`config.mk`:
```
export PLATFORM = sky130hd
export DESIGN_NAME = uart_cmd_sequencer_flat
export DESIGN_NICKNAME = d
export VERILOG_FILES = /design/src/rtl/uart_cmd_sequencer_pkg.sv /design/src/rtl/uart_cmd_sequencer_if.sv /design/src/rtl/uart_cmd_sequencer_timeout.sv /design/src/rtl/uart_cmd_sequencer.sv /design/src/flat_wrapper.sv
export SDC_FILE = /design/constraint.sdc
export NUM_CORES = 1
export LEC_CHECK = 0
export BUFFER_PORTS_ARGS = -buffer_cell sky130_fd_sc_hd__buf_2
export CAP_MARGIN = 30
export CORE_MARGIN = 3
export CORE_UTILIZATION = 58
export DETAILED_ROUTE_END_ITERATION = 16
export GPL_TIMING_DRIVEN = 0
export PLACE_DENSITY = 0.8
export SYNTH_ARGS = -nofsm -noshare
export SYNTH_HDL_FRONTEND = slang
export SYNTH_HIERARCHICAL = 1
export SYNTH_SLANG_ARGS = --single-unit
```
`constraint.sdc`:
```
create_clock -name clk -period 5.04 [get_ports clk]
set_input_delay 0.252 -clock clk [delete_from_list [all_inputs] [get_ports clk]]
set_output_delay 0.252 -clock clk [all_outputs]
set_load 0.01 [all_outputs]
```
`src/rtl/uart_cmd_sequencer_pkg.sv`:
```
// Shared opcodes, FSM state encoding and frame-length lookup for the UART command sequencer.
package uart_cmd_pkg;

  localparam logic [7:0] OP_TRIG = 8'h5C;
  localparam logic [7:0] OP_SET  = 8'h53;
  localparam logic [7:0] OP_READ = 8'hA5;
  localparam logic [7:0] ACK     = 8'h06;
  localparam logic [7:0] NAK     = 8'h15;

  typedef enum logic [2:0] {
    IDLE,
    COLLECT,
    EXEC,
    TX_LOAD,
    TX_WAIT
  } state_t;

  // Total bytes in a frame including the opcode; 0 marks an unknown opcode.
  function automatic logic [2:0] frame_len(input logic [7:0] op);
    case (op)
      OP_TRIG, OP_READ: frame_len = 3'd2;
      OP_SET:           frame_len = 3'd4;
      default:          frame_len = 3'd0;
    endcase
  endfunction

endpackage

```
`src/rtl/uart_cmd_sequencer_if.sv`:
```
// UART buffer side of the sequencer: received-byte strobe in, transmit request out.
interface uart_cmd_sequencer_if;
  logic [7:0] rx_data;
  logic       rx_valid;
  logic       tx_busy;
  logic [7:0] tx_data;
  logic       tx_start;

  modport master (output rx_data, rx_valid, tx_busy, input tx_data, tx_start);
  modport slave  (input rx_data, rx_valid, tx_busy, output tx_data, tx_start);
endinterface

```
`src/rtl/uart_cmd_sequencer_timeout.sv`:
```
// Loadable down-counter; expire pulses in the cycle the count would pass 1 -> 0 while enabled.
module uart_cmd_timeout #(
  parameter int TO_W = 16
) (
  input  logic            clk,
  input  logic            rst,
  input  logic            load,
  input  logic            en,
  input  logic [TO_W-1:0] load_val,
  output logic            expire
);

  logic [TO_W-1:0] count;

  always_ff @(posedge clk or posedge rst) begin
    if (rst)
      count <= '0;
    else if (load)
      count <= load_val;
    else if (en && count != '0)
      count <= count - TO_W'(1);
  end

  assign expire = en && !load && (count == TO_W'(1));

endmodule

```
`src/rtl/uart_cmd_sequencer.sv`:
```
// Frames UART bytes into trigger/vector commands, applies them and sequences reply bytes.
// Optional CMD_ACK_EN: every completed write frame answers with ACK, bad frames with NAK.
module uart_cmd_sequencer
  import uart_cmd_pkg::*;
#(
  parameter int TIMEOUT_CYC = 40000,
  parameter int TO_W        = 16
) (
  input  logic                 clk,
  input  logic                 rst,
  uart_cmd_sequencer_if.slave  uart,
  output logic [7:0]           trigout_ch0,
  output logic [7:0]           trigout_ch1,
  output logic [7:0]           trigout_ch2,
  output logic [7:0]           trigout_ch3,
  output logic [7:0]           vctrout_ch0,
  output logic [7:0]           vctrout_ch1,
  output logic [7:0]           vctrout_ch2,
  output logic [7:0]           vctrout_ch3,
  output logic                 trig_en,
  output logic                 busy,
  output logic                 idle,
  output logic [2:0]           byte_count,
  output logic                 cmd_err
);

  state_t     state, state_nxt;
  logic [7:0] opcode;
  logic [7:0] args [3];
  logic [7:0] trig_r [4];
  logic [7:0] vctr_r [4];
  logic [7:0] resp [3];
  logic [1:0] resp_len, resp_idx, idx_nxt, exec_len;
  logic [2:0] count_nxt;
  logic       seen_busy, seen_nxt;
  logic       err_nxt, start_nxt, to_load, to_expire;
  logic [7:0] data_nxt;
  logic [1:0] ch;
  logic       ch_ok, arg_ok, frame_ok;

  uart_cmd_timeout #(.TO_W(TO_W)) u_timeout (
    .clk      (clk),
    .rst      (rst),
    .load     (to_load),
    .en       (state == COLLECT || state == TX_WAIT),
    .load_val (TO_W'(TIMEOUT_CYC)),
    .expire   (to_expire)
  );

  assign ch       = args[0][1:0];
  assign ch_ok    = (args[0][7:2] == 6'd0);
  assign arg_ok   = (args[0][7:1] == 7'd0);
  assign frame_ok = (opcode == OP_TRIG) ? arg_ok : ch_ok;

`ifdef CMD_ACK_EN
  assign exec_len = (opcode == OP_READ && frame_ok) ? 2'd3 : 2'd1;
`else
  assign exec_len = (opcode == OP_READ && frame_ok) ? 2'd3 : 2'd0;
`endif

  always_comb begin
    state_nxt = state;
    count_nxt = byte_count;
    idx_nxt   = resp_idx;
    seen_nxt  = seen_busy;
    err_nxt   = 1'b0;
    start_nxt = 1'b0;
    data_nxt  = uart.tx_data;
    to_load   = 1'b0;
    case (state)
      IDLE: if (uart.rx_valid) begin
        if (frame_len(uart.rx_data) != 3'd0) begin
          state_nxt = COLLECT;
          count_nxt = 3'd1;
          to_load   = 1'b1;
        end else begin
          err_nxt = 1'b1;
        end
      end
      COLLECT: if (uart.rx_valid) begin
        count_nxt = byte_count + 3'd1;
        to_load   = 1'b1;
        if (byte_count + 3'd1 == frame_len(opcode))
          state_nxt = EXEC;
      end else if (to_expire) begin
        err_nxt   = 1'b1;
        count_nxt = 3'd0;
        state_nxt = IDLE;
      end
      EXEC: begin
        err_nxt = !frame_ok;
        idx_nxt = 2'd0;
        if (exec_len != 2'd0) begin
          state_nxt = TX_LOAD;
        end else begin
          state_nxt = IDLE;
          count_nxt = 3'd0;
        end
      end
      TX_LOAD: if (!uart.tx_busy) begin
        start_nxt = 1'b1;
        data_nxt  = resp[resp_idx];
        seen_nxt  = 1'b0;
        to_load   = 1'b1;
        state_nxt = TX_WAIT;
      end
      TX_WAIT: begin
        if (uart.tx_busy)
          seen_nxt = 1'b1;
        // A transmitter that never raises busy must not stall the reply forever.
        if ((seen_busy && !uart.tx_busy) || (to_expire && !seen_busy && !uart.tx_busy)) begin
          if (resp_idx == resp_len - 2'd1) begin
            state_nxt = IDLE;
            count_nxt = 3'd0;
          end else begin
            idx_nxt   = resp_idx + 2'd1;
            state_nxt = TX_LOAD;
          end
        end
      end
      default: state_nxt = IDLE;
    endcase
    if (uart.rx_valid && (state == EXEC || state == TX_LOAD || state == TX_WAIT))
      err_nxt = 1'b1;
  end

  always_ff @(posedge clk or posedge rst) begin
    if (rst) begin
      state         <= IDLE;
      opcode        <= 8'h00;
      byte_count    <= 3'd0;
      resp_len      <= 2'd0;
      resp_idx      <= 2'd0;
      seen_busy     <= 1'b0;
      cmd_err       <= 1'b0;
      trig_en       <= 1'b0;
      uart.tx_data  <= 8'h00;
      uart.tx_start <= 1'b0;
      for (int i = 0; i < 3; i++) begin
        args[i] <= 8'h00;
        resp[i] <= 8'h00;
      end
      for (int i = 0; i < 4; i++) begin
        trig_r[i] <= 8'h00;
        vctr_r[i] <= 8'h00;
      end
    end else begin
      state         <= state_nxt;
      byte_count    <= count_nxt;
      resp_idx      <= idx_nxt;
      seen_busy     <= seen_nxt;
      cmd_err       <= err_nxt;
      uart.tx_data  <= data_nxt;
      uart.tx_start <= start_nxt;
      if (state == IDLE && uart.rx_valid)
        opcode <= uart.rx_data;
      if (state == COLLECT && uart.rx_valid)
        args[byte_count[1:0] - 2'd1] <= uart.rx_data;
      if (state == EXEC) begin
        resp_len <= exec_len;
        resp[0]  <= (opcode == OP_READ && frame_ok) ? OP_READ : (frame_ok ? ACK : NAK);
        resp[1]  <= trig_r[ch];
        resp[2]  <= vctr_r[ch];
        if (frame_ok && opcode == OP_TRIG)
          trig_en <= args[0][0];
        if (frame_ok && opcode == OP_SET) begin
          trig_r[ch] <= args[1];
          vctr_r[ch] <= args[2];
        end
      end
    end
  end

  assign trigout_ch0 = trig_r[0];
  assign trigout_ch1 = trig_r[1];
  assign trigout_ch2 = trig_r[2];
  assign trigout_ch3 = trig_r[3];
  assign vctrout_ch0 = vctr_r[0];
  assign vctrout_ch1 = vctr_r[1];
  assign vctrout_ch2 = vctr_r[2];
  assign vctrout_ch3 = vctr_r[3];
  assign idle        = (state == IDLE);
  assign busy        = (state != IDLE);

endmodule

```
`src/flat_wrapper.sv`:
```
// flat-port wrapper written by rule: the top's interface ports become plain ports
module uart_cmd_sequencer_flat import uart_cmd_pkg::*;
#(
  parameter int TIMEOUT_CYC = 40000,
  parameter int TO_W        = 16
)
  (clk, rst, trigout_ch0, trigout_ch1, trigout_ch2, trigout_ch3, vctrout_ch0, vctrout_ch1, vctrout_ch2, vctrout_ch3, trig_en, busy, idle, byte_count, cmd_err, uart_rx_data, uart_rx_valid, uart_tx_busy, uart_tx_data, uart_tx_start);
  uart_cmd_sequencer_if uart_i ();
  input  logic clk;
  input  logic rst;
  output logic [7:0] trigout_ch0;
  output logic [7:0] trigout_ch1;
  output logic [7:0] trigout_ch2;
  output logic [7:0] trigout_ch3;
  output logic [7:0] vctrout_ch0;
  output logic [7:0] vctrout_ch1;
  output logic [7:0] vctrout_ch2;
  output logic [7:0] vctrout_ch3;
  output logic trig_en;
  output logic busy;
  output logic idle;
  output logic [2:0] byte_count;
  output logic cmd_err;
  input wire logic [$bits(uart_i.rx_data)-1:0] uart_rx_data;
  input wire logic [$bits(uart_i.rx_valid)-1:0] uart_rx_valid;
  input wire logic [$bits(uart_i.tx_busy)-1:0] uart_tx_busy;
  output wire logic [$bits(uart_i.tx_data)-1:0] uart_tx_data;
  output wire logic [$bits(uart_i.tx_start)-1:0] uart_tx_start;
  assign uart_i.rx_data = uart_rx_data;
  assign uart_i.rx_valid = uart_rx_valid;
  assign uart_i.tx_busy = uart_tx_busy;
  assign uart_tx_data = uart_i.tx_data;
  assign uart_tx_start = uart_i.tx_start;
  uart_cmd_sequencer #(.TIMEOUT_CYC(TIMEOUT_CYC), .TO_W(TO_W)) u_core (.clk(clk), .rst(rst), .uart(uart_i), .trigout_ch0(trigout_ch0), .trigout_ch1(trigout_ch1), .trigout_ch2(trigout_ch2), .trigout_ch3(trigout_ch3), .vctrout_ch0(vctrout_ch0), .vctrout_ch1(vctrout_ch1), .vctrout_ch2(vctrout_ch2), .vctrout_ch3(vctrout_ch3), .trig_en(trig_en), .busy(busy), .idle(idle), .byte_count(byte_count), .cmd_err(cmd_err));
endmodule
```
==> qor.txt <==
outcome: finished, final reports clean
EDFF count, synth: 0
Slowest cell on crit path: o21ai_0
Fill cells: 820
Netlist cell types: 61
Final Hold Viols: 0
post-CTS setup buffer count: 0
R2R Path Start: u_core/state[0]
R2R depth: 15
Root Buffer: clkbuf_16
# setup viols final: 0
vias per cell: 5.992
CP Buf/Inv Count: 5
diodes inserted: 0
Post-DRT Antenna Nets: 0
die area: 13620 µm²
# rows: 39
post-synthesis sequential area ratio: 53.84%
FMAX: 240.7 MHz
chip height: 116.7 µm
HP Class: input port to flip-flop
initial antenna violation count: 0
crit path time final: 4154 ps
GRT Overall Usage: 26.81%
Core ar.: 11710 µm²
Max Cap Viol: 0
area share of the largest cell type after synthesis: 53.84%
I/O Buffers: 91
CTS max path bufs: 2
Post-DP Area: 7830 µm²
Design Area, Final: 8384 µm²
synth warn: 6
die span in x: 116.7 µm
I/O pin cnt: 92
ys async rst share: 100.0%
clk sinks: 153
DR iter-0 viols: 471
Detailed Place HPWL: 11.62 mm
WL/cell: 20.54 µm
Synth area leaders: dfrtp_1, mux2_2, mux4_2, nand2_1, a21oi_1
Seq cells post-synth: 153
RSZ-0062 raised after global routing: false
worst skew pair latency: 420 ps
endpoint class of the critical path: flip-flop
syn avg cell area: 12.98 µm²
# DRC: 0
WHS Path Cells: 2
total number of vias: 4973
kind of cell adding the most delay to the critical path: compound AO/OA/AOI/OAI gates
P_leak: 0.004089 µW
CTS tree: done
top-count cell post-synth: dfrtp_1
Num CTS Buffers: 17
Post-synth top flop: dfrtp_1
wirelength, routed: 17.05 mm
crit-path max FO: 10
Mapped Cells: 548
pin count of the biggest net entering global routing: 72
H-tree Lvls: 4
total negative slack: 0 ps
Initial Util: 60.72%
Cell Area, Synth: 7111 µm²
most frequent cell on the critical path: clkbuf_1
Slew headroom: 43.50%
pwr/cell area: 492.8 nW/µm²
clk slew on worst S/H paths: 60 ps
WP data arrival: 4460 ps
nets: 692
HP Start: uart_tx_busy
max-slew violations: 0
critical path required time: 5340 ps
Area Overhead vs Synth: 17.91%
maximum VDD drop: 0.3103 mV
CP startpoint kind: flip-flop
post-route clock period utilization: 82.43%
worst-margin pin slew: 847.6 ps
vias in the first global route: 5130
layout cell share with drive strength beyond 1: 38.86%
Fin Clk Skew: 6.358 ps
commonest cells in the netlist: dfrtp_1, mux2_2, nand2_1
CP Class: flip-flop to flip-flop
first element of the critical path: u_core/state[0]
crit-path cells: clkbuf_1, inv_1, nand2_1, inv_1, and2_1, clkbuf_1, a211o_1, clkbuf_1, nand4b_1, nor2_1, nor2_1, o21ai_0, o221a_2, and4_1, mux2_2
Final Wtd Congestion: 0.8485
stages on the worst setup path: 15
Overflow after GRT: 0
first-pass GRT wire length: 27.41 mm
slowest stage delay, CP: 450 ps
DRT Pass-1 Iters: 7
Yosys top cell by area: dfrtp_1
## worst paths after layout
path | endpoint | slack [ps]
max in group asynchronous | u_core/vctrout_ch2[4] | 3820
worst max-delay path | u_core/byte_count[0] | 890
worst min-delay path | u_core/state[2] | 90
worst min register to register | u_core/resp[18] | 490
worst max register to register | u_core/byte_count[0] | 890
min in group asynchronous | u_core/cmd_err | 460
## layout make-up
class | instances | area (µm²) | area share [%]
flip-flops and latches | 153 | 3829 | 45.66
multi-input cells | 374 | 3171 | 37.82
repair buffers | 93 | 493.0 | 5.880
clock buffers | 22 | 474.2 | 5.656
well taps | 143 | 178.9 | 2.134
plain buffers | 24 | 122.6 | 1.462
clock inverters | 10 | 70.07 | 0.8357
inverters | 11 | 46.29 | 0.5522
## cell families (layout without fill, tap and decap cells)
logic type,count (synthesis),count (layout),synth area share (%)
buf+inv,35,160,2.305
compound gates,72,72,6.088
simple gates,129,129,10.79
other cells,2,16,0.1056
mux,135,135,23.84
flops,153,153,53.84
xor+xnor,16,16,1.971
fa+ha+maj,6,6,1.056
## power breakdown
part	leakage, µW	internal, µW	switching, µW
logic	0.00183	532	644
clock network	0.000255	667	493
registers	0.00200	1510	290
## metal layers
| metal | wire (µm) | share of wire [%] | vias to the layer above | track usage [%] |
|---|---|---|---|---|
| met5 | 0 | 0 | - | 0 |
| met4 | 240 | 1.4 | 0 | 8.180 |
| met3 | 1179 | 6.9 | 19 | 7.098 |
| met2 | 8426 | 49 | 168 | 43.42 |
| met1 | 7204 | 42 | 2557 | 35.82 |
| li1 | - | - | 2229 | - |
## state kept, by name (all words and copies together) (netlist names)
signal	flops
u_core/args	24
u_core/byte_count	3
u_core/cmd_err	1
u_core/opcode	8
u_core/resp	20
u_core/resp_idx	2
u_core/resp_len	1
u_core/seen_busy	1
u_core/state	3
u_core/trig_en	1
u_core/trigout_ch0	8
u_core/trigout_ch1	8
u_core/trigout_ch2	8
u_core/trigout_ch3	8
u_core/u_timeout/count	16
u_core/uart.tx_data	8
u_core/uart.tx_start	1
u_core/vctrout_ch0	8
u_core/vctrout_ch1	8
u_core/vctrout_ch2	8
u_core/vctrout_ch3	8
## stage by stage
step | power, µW | hold WS [ps] | util [%] | instances | setup slack [ps]
floorplan | 2615 | 165.7 | - | 562 | 1120
global placement | 2901 | 361.2 | 66.58 | 796 | -191.0
detailed placement | 2966 | 384.0 | 66.86 | 797 | 959.2
CTS | 4141 | 77.58 | 71.59 | 830 | 937.4
global route | 4378 | 110.7 | 71.59 | 830 | 574.8
finish | 4131 | 92.91 | 71.59 | 830 | 885.8
## layout by cell type (no fill, tap or decap), drive strengths merged, types with 7 or more instances in the layout
cell type / synthesis / routed
nor2b: 9 / 9
buf: 11 / 103
inv: 11 / 12
mux2: 115 / 115
nor2: 30 / 30
dfrtp: 153 / 153
a21oi: 27 / 27
xnor2: 7 / 7
o21ai: 23 / 23
nand2: 36 / 36
conb: 2 / 16
nor4bb: 9 / 9
mux4: 16 / 16
nand3: 12 / 12
xor2: 9 / 9
clkbuf: 13 / 35
## repair_timing
item,CTS,global route
gates resized for setup,0,0
endpoints found under the setup margin,0,0
hold endpoints to repair,82,0
hold buffers,1,0
Note: power is estimated with default switching activity, not from simulation.
